==> config.mk <==
export PLATFORM = sky130hd
export DESIGN_NAME = ta_cap_ctrl_flat
export DESIGN_NICKNAME = d
export VERILOG_FILES = /design/src/rtl/ta_cap_ctrl_if.sv /design/src/rtl/ta_cap_ctrl.sv /design/src/flat_wrapper.sv
export SDC_FILE = /design/constraint.sdc
export NUM_CORES = 1
export LEC_CHECK = 0
export BUFFER_PORTS_ARGS = -buffer_cell sky130_fd_sc_hd__clkbuf_2
export CAP_MARGIN = 40
export CORE_UTILIZATION = 59
export CTS_CLUSTER_DIAMETER = 30
export DETAILED_ROUTE_END_ITERATION = 8
export PLACE_DENSITY_LB_ADDON = 0.25
export RECOVER_POWER = 50
export SYNTH_ARGS = -nofsm -noshare
export SYNTH_HDL_FRONTEND = slang
export SYNTH_SLANG_ARGS = --single-unit
==> constraint.sdc <==
create_clock -name clk62 -period 6 [get_ports clk62]
set_input_delay 0.6 -clock clk62 [delete_from_list [all_inputs] [get_ports clk62]]
set_output_delay 0.6 -clock clk62 [all_outputs]
set_load 0.02 [all_outputs]
==> src/rtl/ta_cap_ctrl_if.sv <==
// Bundle of data/control inputs and capture-RAM/status outputs of the capture controller.
// The master side is the producer/controller of a record; the slave side is ta_cap_ctrl.
interface ta_cap_ctrl_if #(
    parameter int DATA_W = 56,
    parameter int ADDR_W = 10
);
    logic [DATA_W-1:0] din;
    logic              din_v;
    logic              arm;
    logic              trig;
    logic              abort;
    logic [ADDR_W-1:0] pre_len;
    logic [ADDR_W-1:0] post_len;

    logic              mem_we;
    logic [ADDR_W-1:0] mem_addr;
    logic [DATA_W-1:0] mem_wdata;
    logic              busy;
    logic              done;
    logic [ADDR_W-1:0] start_addr;
    logic              trig_miss;

    modport master (
        output din, din_v, arm, trig, abort, pre_len, post_len,
        input  mem_we, mem_addr, mem_wdata, busy, done, start_addr, trig_miss
    );

    modport slave (
        input  din, din_v, arm, trig, abort, pre_len, post_len,
        output mem_we, mem_addr, mem_wdata, busy, done, start_addr, trig_miss
    );
endinterface

==> src/rtl/ta_cap_ctrl.sv <==
// Pre/post-trigger capture controller: streams merged words into a circular RAM,
// stops after the programmed post-trigger count and reports the record start address.
module ta_cap_ctrl #(
    parameter int DATA_W = 56,
    parameter int ADDR_W = 10
) (
    input  logic         clk62,
    input  logic         rstn,
    ta_cap_ctrl_if.slave bus
);
    localparam logic [ADDR_W:0] DEPTH_W = (ADDR_W+1)'(1) << ADDR_W;

    typedef enum logic [2:0] {
        IDLE,
        FILL,
        ARMED,
        POST,
        DONE
    } state_t;

    state_t state_reg, state_next;

    logic [ADDR_W-1:0] wp_reg,         wp_next;
    logic [ADDR_W-1:0] pre_l_reg,      pre_l_next;
    logic [ADDR_W-1:0] post_l_reg,     post_l_next;
    logic [ADDR_W-1:0] fill_cnt_reg,   fill_cnt_next;
    logic [ADDR_W-1:0] post_cnt_reg,   post_cnt_next;
    logic [ADDR_W-1:0] trig_addr_reg,  trig_addr_next;
    logic [ADDR_W-1:0] start_addr_reg, start_addr_next;
    logic [ADDR_W-1:0] mem_addr_reg,   mem_addr_next;
    logic [DATA_W-1:0] mem_wdata_reg,  mem_wdata_next;
    logic              mem_we_reg,     mem_we_next;
    logic              busy_reg,       busy_next;
    logic              done_reg,       done_next;
    logic              trig_miss_reg,  trig_miss_next;

    logic              write_en;
    logic              finish;
    logic [ADDR_W-1:0] finish_base;

    // Post length as it will be latched on arm: at least one word, clipped so
    // that pre + post never exceeds the ring size.
    logic [ADDR_W-1:0] post_min;
    logic [ADDR_W-1:0] post_room;
    logic [ADDR_W-1:0] post_clip;
    logic [ADDR_W:0]   len_sum;

    always_comb begin
        post_min  = (bus.post_len == '0) ? ADDR_W'(1) : bus.post_len;
        len_sum   = {1'b0, bus.pre_len} + {1'b0, post_min};
        post_room = ADDR_W'(0) - bus.pre_len;
        post_clip = (len_sum > DEPTH_W) ? post_room : post_min;
    end

    always_comb begin
        state_next      = state_reg;
        wp_next         = wp_reg;
        pre_l_next      = pre_l_reg;
        post_l_next     = post_l_reg;
        fill_cnt_next   = fill_cnt_reg;
        post_cnt_next   = post_cnt_reg;
        trig_addr_next  = trig_addr_reg;
        start_addr_next = start_addr_reg;
        mem_addr_next   = mem_addr_reg;
        mem_wdata_next  = mem_wdata_reg;
        mem_we_next     = 1'b0;
        trig_miss_next  = 1'b0;
        write_en        = 1'b0;
        finish          = 1'b0;
        finish_base     = trig_addr_reg;

        if (bus.abort) begin
            state_next = IDLE;
        end else if (bus.arm) begin
            pre_l_next    = bus.pre_len;
            post_l_next   = post_clip;
            wp_next       = '0;
            fill_cnt_next = '0;
            post_cnt_next = '0;
            state_next    = (bus.pre_len == '0) ? ARMED : FILL;
        end else begin
            unique case (state_reg)
                FILL: begin
                    trig_miss_next = bus.trig;
                    if (bus.din_v) begin
                        write_en      = 1'b1;
                        fill_cnt_next = fill_cnt_reg + ADDR_W'(1);
                        if (fill_cnt_next == pre_l_reg) begin
                            state_next = ARMED;
                        end
                    end
                end
                ARMED: begin
                    write_en = bus.din_v;
                    if (bus.trig) begin
                        trig_addr_next = wp_reg;
                        state_next     = POST;
                        // The word arriving with the trigger is the first post word.
                        if (bus.din_v) begin
                            post_cnt_next = ADDR_W'(1);
                            if (post_l_reg == ADDR_W'(1)) begin
                                finish      = 1'b1;
                                finish_base = wp_reg;
                            end
                        end
                    end
                end
                POST: begin
                    if (bus.din_v) begin
                        write_en      = 1'b1;
                        post_cnt_next = post_cnt_reg + ADDR_W'(1);
                        if (post_cnt_next == post_l_reg) begin
                            finish = 1'b1;
                        end
                    end
                end
                default: begin
                end
            endcase
        end

        if (write_en) begin
            mem_we_next    = 1'b1;
            mem_addr_next  = wp_reg;
            mem_wdata_next = bus.din;
            wp_next        = wp_reg + ADDR_W'(1);
        end

        if (finish) begin
            state_next      = DONE;
            start_addr_next = finish_base - pre_l_reg;
        end

        // Status flags decode the upcoming state so they line up with it.
        busy_next = (state_next == FILL) || (state_next == ARMED) || (state_next == POST);
        done_next = (state_next == DONE);
    end

    always_ff @(posedge clk62 or negedge rstn) begin
        if (!rstn) begin
            state_reg      <= IDLE;
            wp_reg         <= '0;
            pre_l_reg      <= '0;
            post_l_reg     <= '0;
            fill_cnt_reg   <= '0;
            post_cnt_reg   <= '0;
            trig_addr_reg  <= '0;
            start_addr_reg <= '0;
            mem_addr_reg   <= '0;
            mem_wdata_reg  <= '0;
            mem_we_reg     <= 1'b0;
            busy_reg       <= 1'b0;
            done_reg       <= 1'b0;
            trig_miss_reg  <= 1'b0;
        end else begin
            state_reg      <= state_next;
            wp_reg         <= wp_next;
            pre_l_reg      <= pre_l_next;
            post_l_reg     <= post_l_next;
            fill_cnt_reg   <= fill_cnt_next;
            post_cnt_reg   <= post_cnt_next;
            trig_addr_reg  <= trig_addr_next;
            start_addr_reg <= start_addr_next;
            mem_addr_reg   <= mem_addr_next;
            mem_wdata_reg  <= mem_wdata_next;
            mem_we_reg     <= mem_we_next;
            busy_reg       <= busy_next;
            done_reg       <= done_next;
            trig_miss_reg  <= trig_miss_next;
        end
    end

    assign bus.mem_we     = mem_we_reg;
    assign bus.mem_addr   = mem_addr_reg;
    assign bus.mem_wdata  = mem_wdata_reg;
    assign bus.busy       = busy_reg;
    assign bus.done       = done_reg;
    assign bus.start_addr = start_addr_reg;
    assign bus.trig_miss  = trig_miss_reg;
endmodule

==> src/flat_wrapper.sv <==
// flat-port wrapper written by rule: the top's interface ports become plain ports
module ta_cap_ctrl_flat 
#(
    parameter int DATA_W = 56,
    parameter int ADDR_W = 10
)
  (clk62, rstn, bus_din, bus_din_v, bus_arm, bus_trig, bus_abort, bus_pre_len, bus_post_len, bus_mem_we, bus_mem_addr, bus_mem_wdata, bus_busy, bus_done, bus_start_addr, bus_trig_miss);
  ta_cap_ctrl_if #(.DATA_W(DATA_W), .ADDR_W(ADDR_W)) bus_i ();
  input  logic clk62;
  input  logic rstn;
  input wire logic [$bits(bus_i.din)-1:0] bus_din;
  input wire logic [$bits(bus_i.din_v)-1:0] bus_din_v;
  input wire logic [$bits(bus_i.arm)-1:0] bus_arm;
  input wire logic [$bits(bus_i.trig)-1:0] bus_trig;
  input wire logic [$bits(bus_i.abort)-1:0] bus_abort;
  input wire logic [$bits(bus_i.pre_len)-1:0] bus_pre_len;
  input wire logic [$bits(bus_i.post_len)-1:0] bus_post_len;
  output wire logic [$bits(bus_i.mem_we)-1:0] bus_mem_we;
  output wire logic [$bits(bus_i.mem_addr)-1:0] bus_mem_addr;
  output wire logic [$bits(bus_i.mem_wdata)-1:0] bus_mem_wdata;
  output wire logic [$bits(bus_i.busy)-1:0] bus_busy;
  output wire logic [$bits(bus_i.done)-1:0] bus_done;
  output wire logic [$bits(bus_i.start_addr)-1:0] bus_start_addr;
  output wire logic [$bits(bus_i.trig_miss)-1:0] bus_trig_miss;
  assign bus_i.din = bus_din;
  assign bus_i.din_v = bus_din_v;
  assign bus_i.arm = bus_arm;
  assign bus_i.trig = bus_trig;
  assign bus_i.abort = bus_abort;
  assign bus_i.pre_len = bus_pre_len;
  assign bus_i.post_len = bus_post_len;
  assign bus_mem_we = bus_i.mem_we;
  assign bus_mem_addr = bus_i.mem_addr;
  assign bus_mem_wdata = bus_i.mem_wdata;
  assign bus_busy = bus_i.busy;
  assign bus_done = bus_i.done;
  assign bus_start_addr = bus_i.start_addr;
  assign bus_trig_miss = bus_i.trig_miss;
  ta_cap_ctrl #(.DATA_W(DATA_W), .ADDR_W(ADDR_W)) u_core (.clk62(clk62), .rstn(rstn), .bus(bus_i));
endmodule
# Word level (Yosys, flattened, before mapping)
# Cells that the tools add are included.
# op_classes
addsub	6
n_lt_le_gt_ge	1
eq_ne	14
n_mux	43
n_bitwise	2
reduce_logical	14
# ops
cell	n
2-to-1 mux 10 bit	18
adder 10 x 1 -> 10 bit, second input constant	3
equality test 10 bit	2
zero test 10 bit	2
one-hot mux 10 bit (2 select lines)	1
2-to-1 mux 3 bit	6
2-to-1 mux 1 bit	14
equality test 3 x 2 -> 1 bit, second input constant	4
adder 10 x 10 -> 11 bit	1
greater-than comparator 11 bit, second input constant	1
equality test 10 x 1 -> 1 bit, second input constant	1
subtractor 1 x 10 -> 10 bit, first input constant	1
subtractor 10 bit	1
inequality test 3 bit, second input constant	3
equality test 3 x 1 -> 1 bit, second input constant	2
one-hot mux 3 bit (2 select lines)	1
nonzero test 2 bit	3
AND reduction 5 bit	1
one-hot mux 1 bit (2 select lines)	2
AND reduction 2 bit	2
AND reduction 4 bit	1
equality test 3 bit, second input constant	1
AND reduction 3 bit	1
nonzero test 3 bit	1
other kinds (5)	7
# totals
register_bits	143
out_inout_bits	80
elab_cells	94

# Longest topological paths before layout
# logic_depth
ltp_word	11
depth_mapped	16
mapped_depth_nobuf	16

# Worst setup path after synthesis
# No wires, ideal clock.
# synth_timing
kind	input to register
start	input bus_trig
end	register u_core.start_addr_reg[9], in the netlist u_core.bus.start_addr[9]
setup_time_ps	128
t_arrival_ps	3299
required_ps	5872
setup_slack_ps	2574
cell_stages	14
path_cell_list	and3b_1 and2b_1 nand4_1 nor3_4 mux2_2 ha_1 nor2b_1 o21ai_0 a21boi_0 o21ai_0 a21oi_1 a31oi_1 xnor2_1 mux2_1
# synth_via
elab_chain_len	5
elab_cells_between_ends	9
classes_between	add/sub (1); mux (8)
# synth_lines
element	line_no	rtl
start, declared	flat_wrapper.sv:14	input wire logic [$bits(bus_i.trig)-1:0] bus_trig;
2-to-1 mux 10 bit	ta_cap_ctrl.sv:95	if (bus.trig) begin
2-to-1 mux 10 bit	ta_cap_ctrl.sv:82	unique case (state_reg)
2-to-1 mux 10 bit	ta_cap_ctrl.sv:74	end else if (bus.arm) begin
2-to-1 mux 10 bit	ta_cap_ctrl.sv:72	if (bus.abort) begin
subtractor 10 bit	ta_cap_ctrl.sv:131	start_addr_next = finish_base - pre_l_reg;
end signal, assigned	ta_cap_ctrl.sv:163	start_addr_reg <= start_addr_next;
end, declared	ta_cap_ctrl.sv:29	logic [ADDR_W-1:0] start_addr_reg, start_addr_next;
# Parallel ways exist; a longest one is shown, timed or not.
# A chain may end at the register's enable or synchronous reset.

# Final worst setup path
# layout_timing
start	input bus_abort
end	register u_core.post_cnt_reg[5]
# layout_via
elab_chain_len	2
# layout_lines
element	line_no	rtl
start, declared	flat_wrapper.sv:15	input wire logic [$bits(bus_i.abort)-1:0] bus_abort;
inverter 1 bit (no line)	--	
AND reduction 5 bit (no line)	--	
end signal, assigned	ta_cap_ctrl.sv:161	post_cnt_reg <= post_cnt_next;
end, declared	ta_cap_ctrl.sv:27	logic [ADDR_W-1:0] post_cnt_reg, post_cnt_next;
# Every way passes these cells.

==> results.md <==
- Tcrit/Tclk final: 65.79%
- CTS resizes: 0
- Leak pwr: 4.013 nW
- Chip width: between 100 and 150 um
- Fmax: around 0.25 GHz
- Final Max Tran Viols: 117
- Worst clock skew: between 0.009 and 0.01 ns
- Clk_lat worst skew: between 0.4 and 0.5 ns
- Max cap viols: 2
- Final Wtd Congestion: approximately 0.88
- Layout Nets: 956
- Critical path required time: between 6 and 7 ns
- Fraction of layout instances using a drive strength above 1: a little under a quarter
- Detailed Place HPWL: around 12 mm
- Crit start category: input port
- Overall Power: between 2 and 3 mW
- CP arrival: between 4 and 5 ns
- Synthesized area per cell: roughly 11 um2
- Count of final hold-check violations: 0
- CTS H-Tree Depth: 4
- CTS buffer count: 17
- Residual DRC: 0
- Standard-cell rows: 40
- Yosys reg bits: 143
- Post-Route WL: 17.33 mm
- Max reg flops: between 50 and 60
- TNS Setup: 0 ns
- Design area: roughly 8800 um2
- Die area: ~13000 um2
- Worst-path clk slew: roughly 0.060 ns
- Setup WS pre-CTS: about 2.1 ns
- Initial antenna violation count: 0
- RSZ-0062 raised after global routing: no
- Commonest non-fill, non-tap cells in the layout: dfrtp_1 (143), clkbuf_1 (87), mux2_2 (82)
- Area Growth Syn to Fin: 18.32%
- Worst-path maximum fanout: 44
- Vias per cell: 5.626
- Min cycle time layout: between 3 and 4 ns
- Die Y: ~110 um
- Antenna fix cells: 0
- Initial Utilization: around 61%
- Slew Limit Headroom: -152.0%
- I/O Pins: 162
- DP Area: around 8400 um2
- Syn_nets: about 800
- Vias in the first global route: roughly 5600
- Post-DRT Antenna Nets: 0
- Slew @ Worst Pin: between 3 and 4 ns
- Post-Syn Instances: ~700
- Drt pass-1 iters: 4
- Initial DRC count: ~330
- # hold bufs at CTS: 0
- Commonest non-fill, non-tap cell in the layout: dfrtp_1
- Mapped cell area: between 7000 and 8000 um2
- Yosys warnings: 0
- Final worst setup slack: 2.053 ns
- Final setup fails: 0
- Clk buf depth: 2
- CTS tree: done
- Worst Setup Path Type: in -> reg
- CTS Root Cell: clkbuf_16
- Total number of vias: 5795
- Global-route wire length before repair: 28.03 mm
- Unique masters post-synth: 66
- Worst ir drop on vdd: 173.7 uV
- Core Box Area: roughly 12000 um2
- Synth async-reset ratio: 100.0%
- Number of synthesized flops with an enable pin: 0
- Wire per inst: approximately 17 um
- GRT Resource Usage Total: 27.71%
- Sequential element share of the synthesized area: 47.86%
- Port Buf Inserts: 161
- Grt total ovfl: 0
- Largest net degree at the start of global routing: between 70 and 80
- Failing checks: capacitance limit, slew limit
- Post-CTS setup-driven buffer insertion count: 0
- Status: finished with violations
- Ys flop type: dfrtp_1
- CP Capture Type: flop
- Pwr Density: 313.8 nW/um2
- Worst Hold Class: in -> reg
- Clock sink total: 143
-- layer usage --
| metal | GRT usage (%) | wire (um) |
|---|---|---|
| met4 | 9.524 | 299 |
| met5 | 0 | 0 |
| met2 | 45.09 | 8279 |
| met1 | 37.34 | 7769 |
| met3 | 5.347 | 983 |
-- worst paths after layout --
check / start / end / slack (ns) / cells past startpoint
max: bus_abort / u_core.post_cnt_reg[5] / 2.05 / 5
min: bus_din[2] / u_core.bus.mem_wdata[2] / 0.41 / 2
max reg2reg: u_core.state_reg[1] / u_core.bus.start_addr[9] / 2.16 / 14
min reg2reg: u_core.trig_addr_reg[6] / u_core.trig_addr_reg[6] / 0.49 / 2
max in group asynchronous: rstn / u_core.fill_cnt_reg[7] / 2.07 / 2
min in group asynchronous: rstn / u_core.post_cnt_reg[9] / 1.47 / 1
-- cell type report --
| class | instances | area (um2) |
|---|---|---|
| Tap cell | 168 | 210.2 |
| Timing Repair Buffer | 164 | 721.9 |
| Clock buffer | 24 | 471.7 |
| Fill cell | 927 | 3314 |
| Sequential cell | 143 | 3578 |
| Multi-Input combinational cell | 504 | 3689 |
| Inverter | 19 | 71.32 |
| Clock inverter | 8 | 105.1 |
-- stage by stage --
step,utilization [%],std cells,hold slack [ns]
after floorplan,-,699,0.3044
after global placement,68.93,997,0.4675
after detailed placement,68.96,998,0.4781
after CTS,73.70,1030,0.1996
after global routing,72.75,1030,0.4003
final,72.75,1030,0.4058
-- kinds of logic (layout without fill, tap and decap cells) --
kind of cell	Yosys count	after routing	share of synthesized area (%)
buffers and inverters	52	215	2.928
adders and majority gates	25	25	4.384
and+or+nand+nor	206	206	13.96
DFF	143	143	47.86
AOI/OAI and AO/OA	126	126	10.71
muxes	90	90	13.49
xor gates and xnor gates	57	57	6.677
-- cell usage after synthesis, drive strengths merged (2+ instances only) --
| library cell | instances | area, um2 |
|---|---|---|
| nor4 | 7 | 56.30 |
| dfrtp | 143 | 3578 |
| a211oi | 5 | 42.54 |
| ha | 23 | 287.8 |
| mux2i | 4 | 40.04 |
| a21o | 11 | 82.58 |
| a21oi | 15 | 93.85 |
| clkbuf | 26 | 97.59 |
| o21ai | 58 | 290.3 |
| and3 | 7 | 43.79 |
| nand2b | 9 | 56.30 |
| a31oi | 12 | 81.33 |
| o31ai | 7 | 57.55 |
| a211o | 2 | 17.52 |
| mux2 | 86 | 968.4 |
| buf | 7 | 50.05 |
| nor2b | 4 | 25.02 |
| xnor2 | 34 | 297.8 |
| nand3 | 21 | 105.1 |
| inv | 19 | 71.32 |
| xor2 | 23 | 201.4 |
| o2111ai | 2 | 17.52 |
| nand3b | 3 | 22.52 |
| nand4 | 12 | 75.07 |
| nor2 | 48 | 182.7 |
| nand2 | 64 | 240.2 |
| fa | 2 | 40.04 |
| o211ai | 3 | 22.52 |
| o21a | 2 | 15.01 |
| or2 | 2 | 12.52 |
| nor4b | 3 | 26.28 |
| a22o | 2 | 17.52 |
| nor3 | 11 | 76.33 |
| or3 | 5 | 36.28 |
-- power breakdown --
part | internal (mW) | switching [mW]
clock network | 0.636 | 0.395
registers | 1.09 | 0.0859
logic | 0.219 | 0.351
-- critical path: stages --
cell      delay (ns)
clkbuf_1        0.30
nor2b_1         2.20
nor2_1          0.67
o21ai_0         0.33
o21ai_0         0.12
Note: power is estimated with default switching activity, not from simulation.
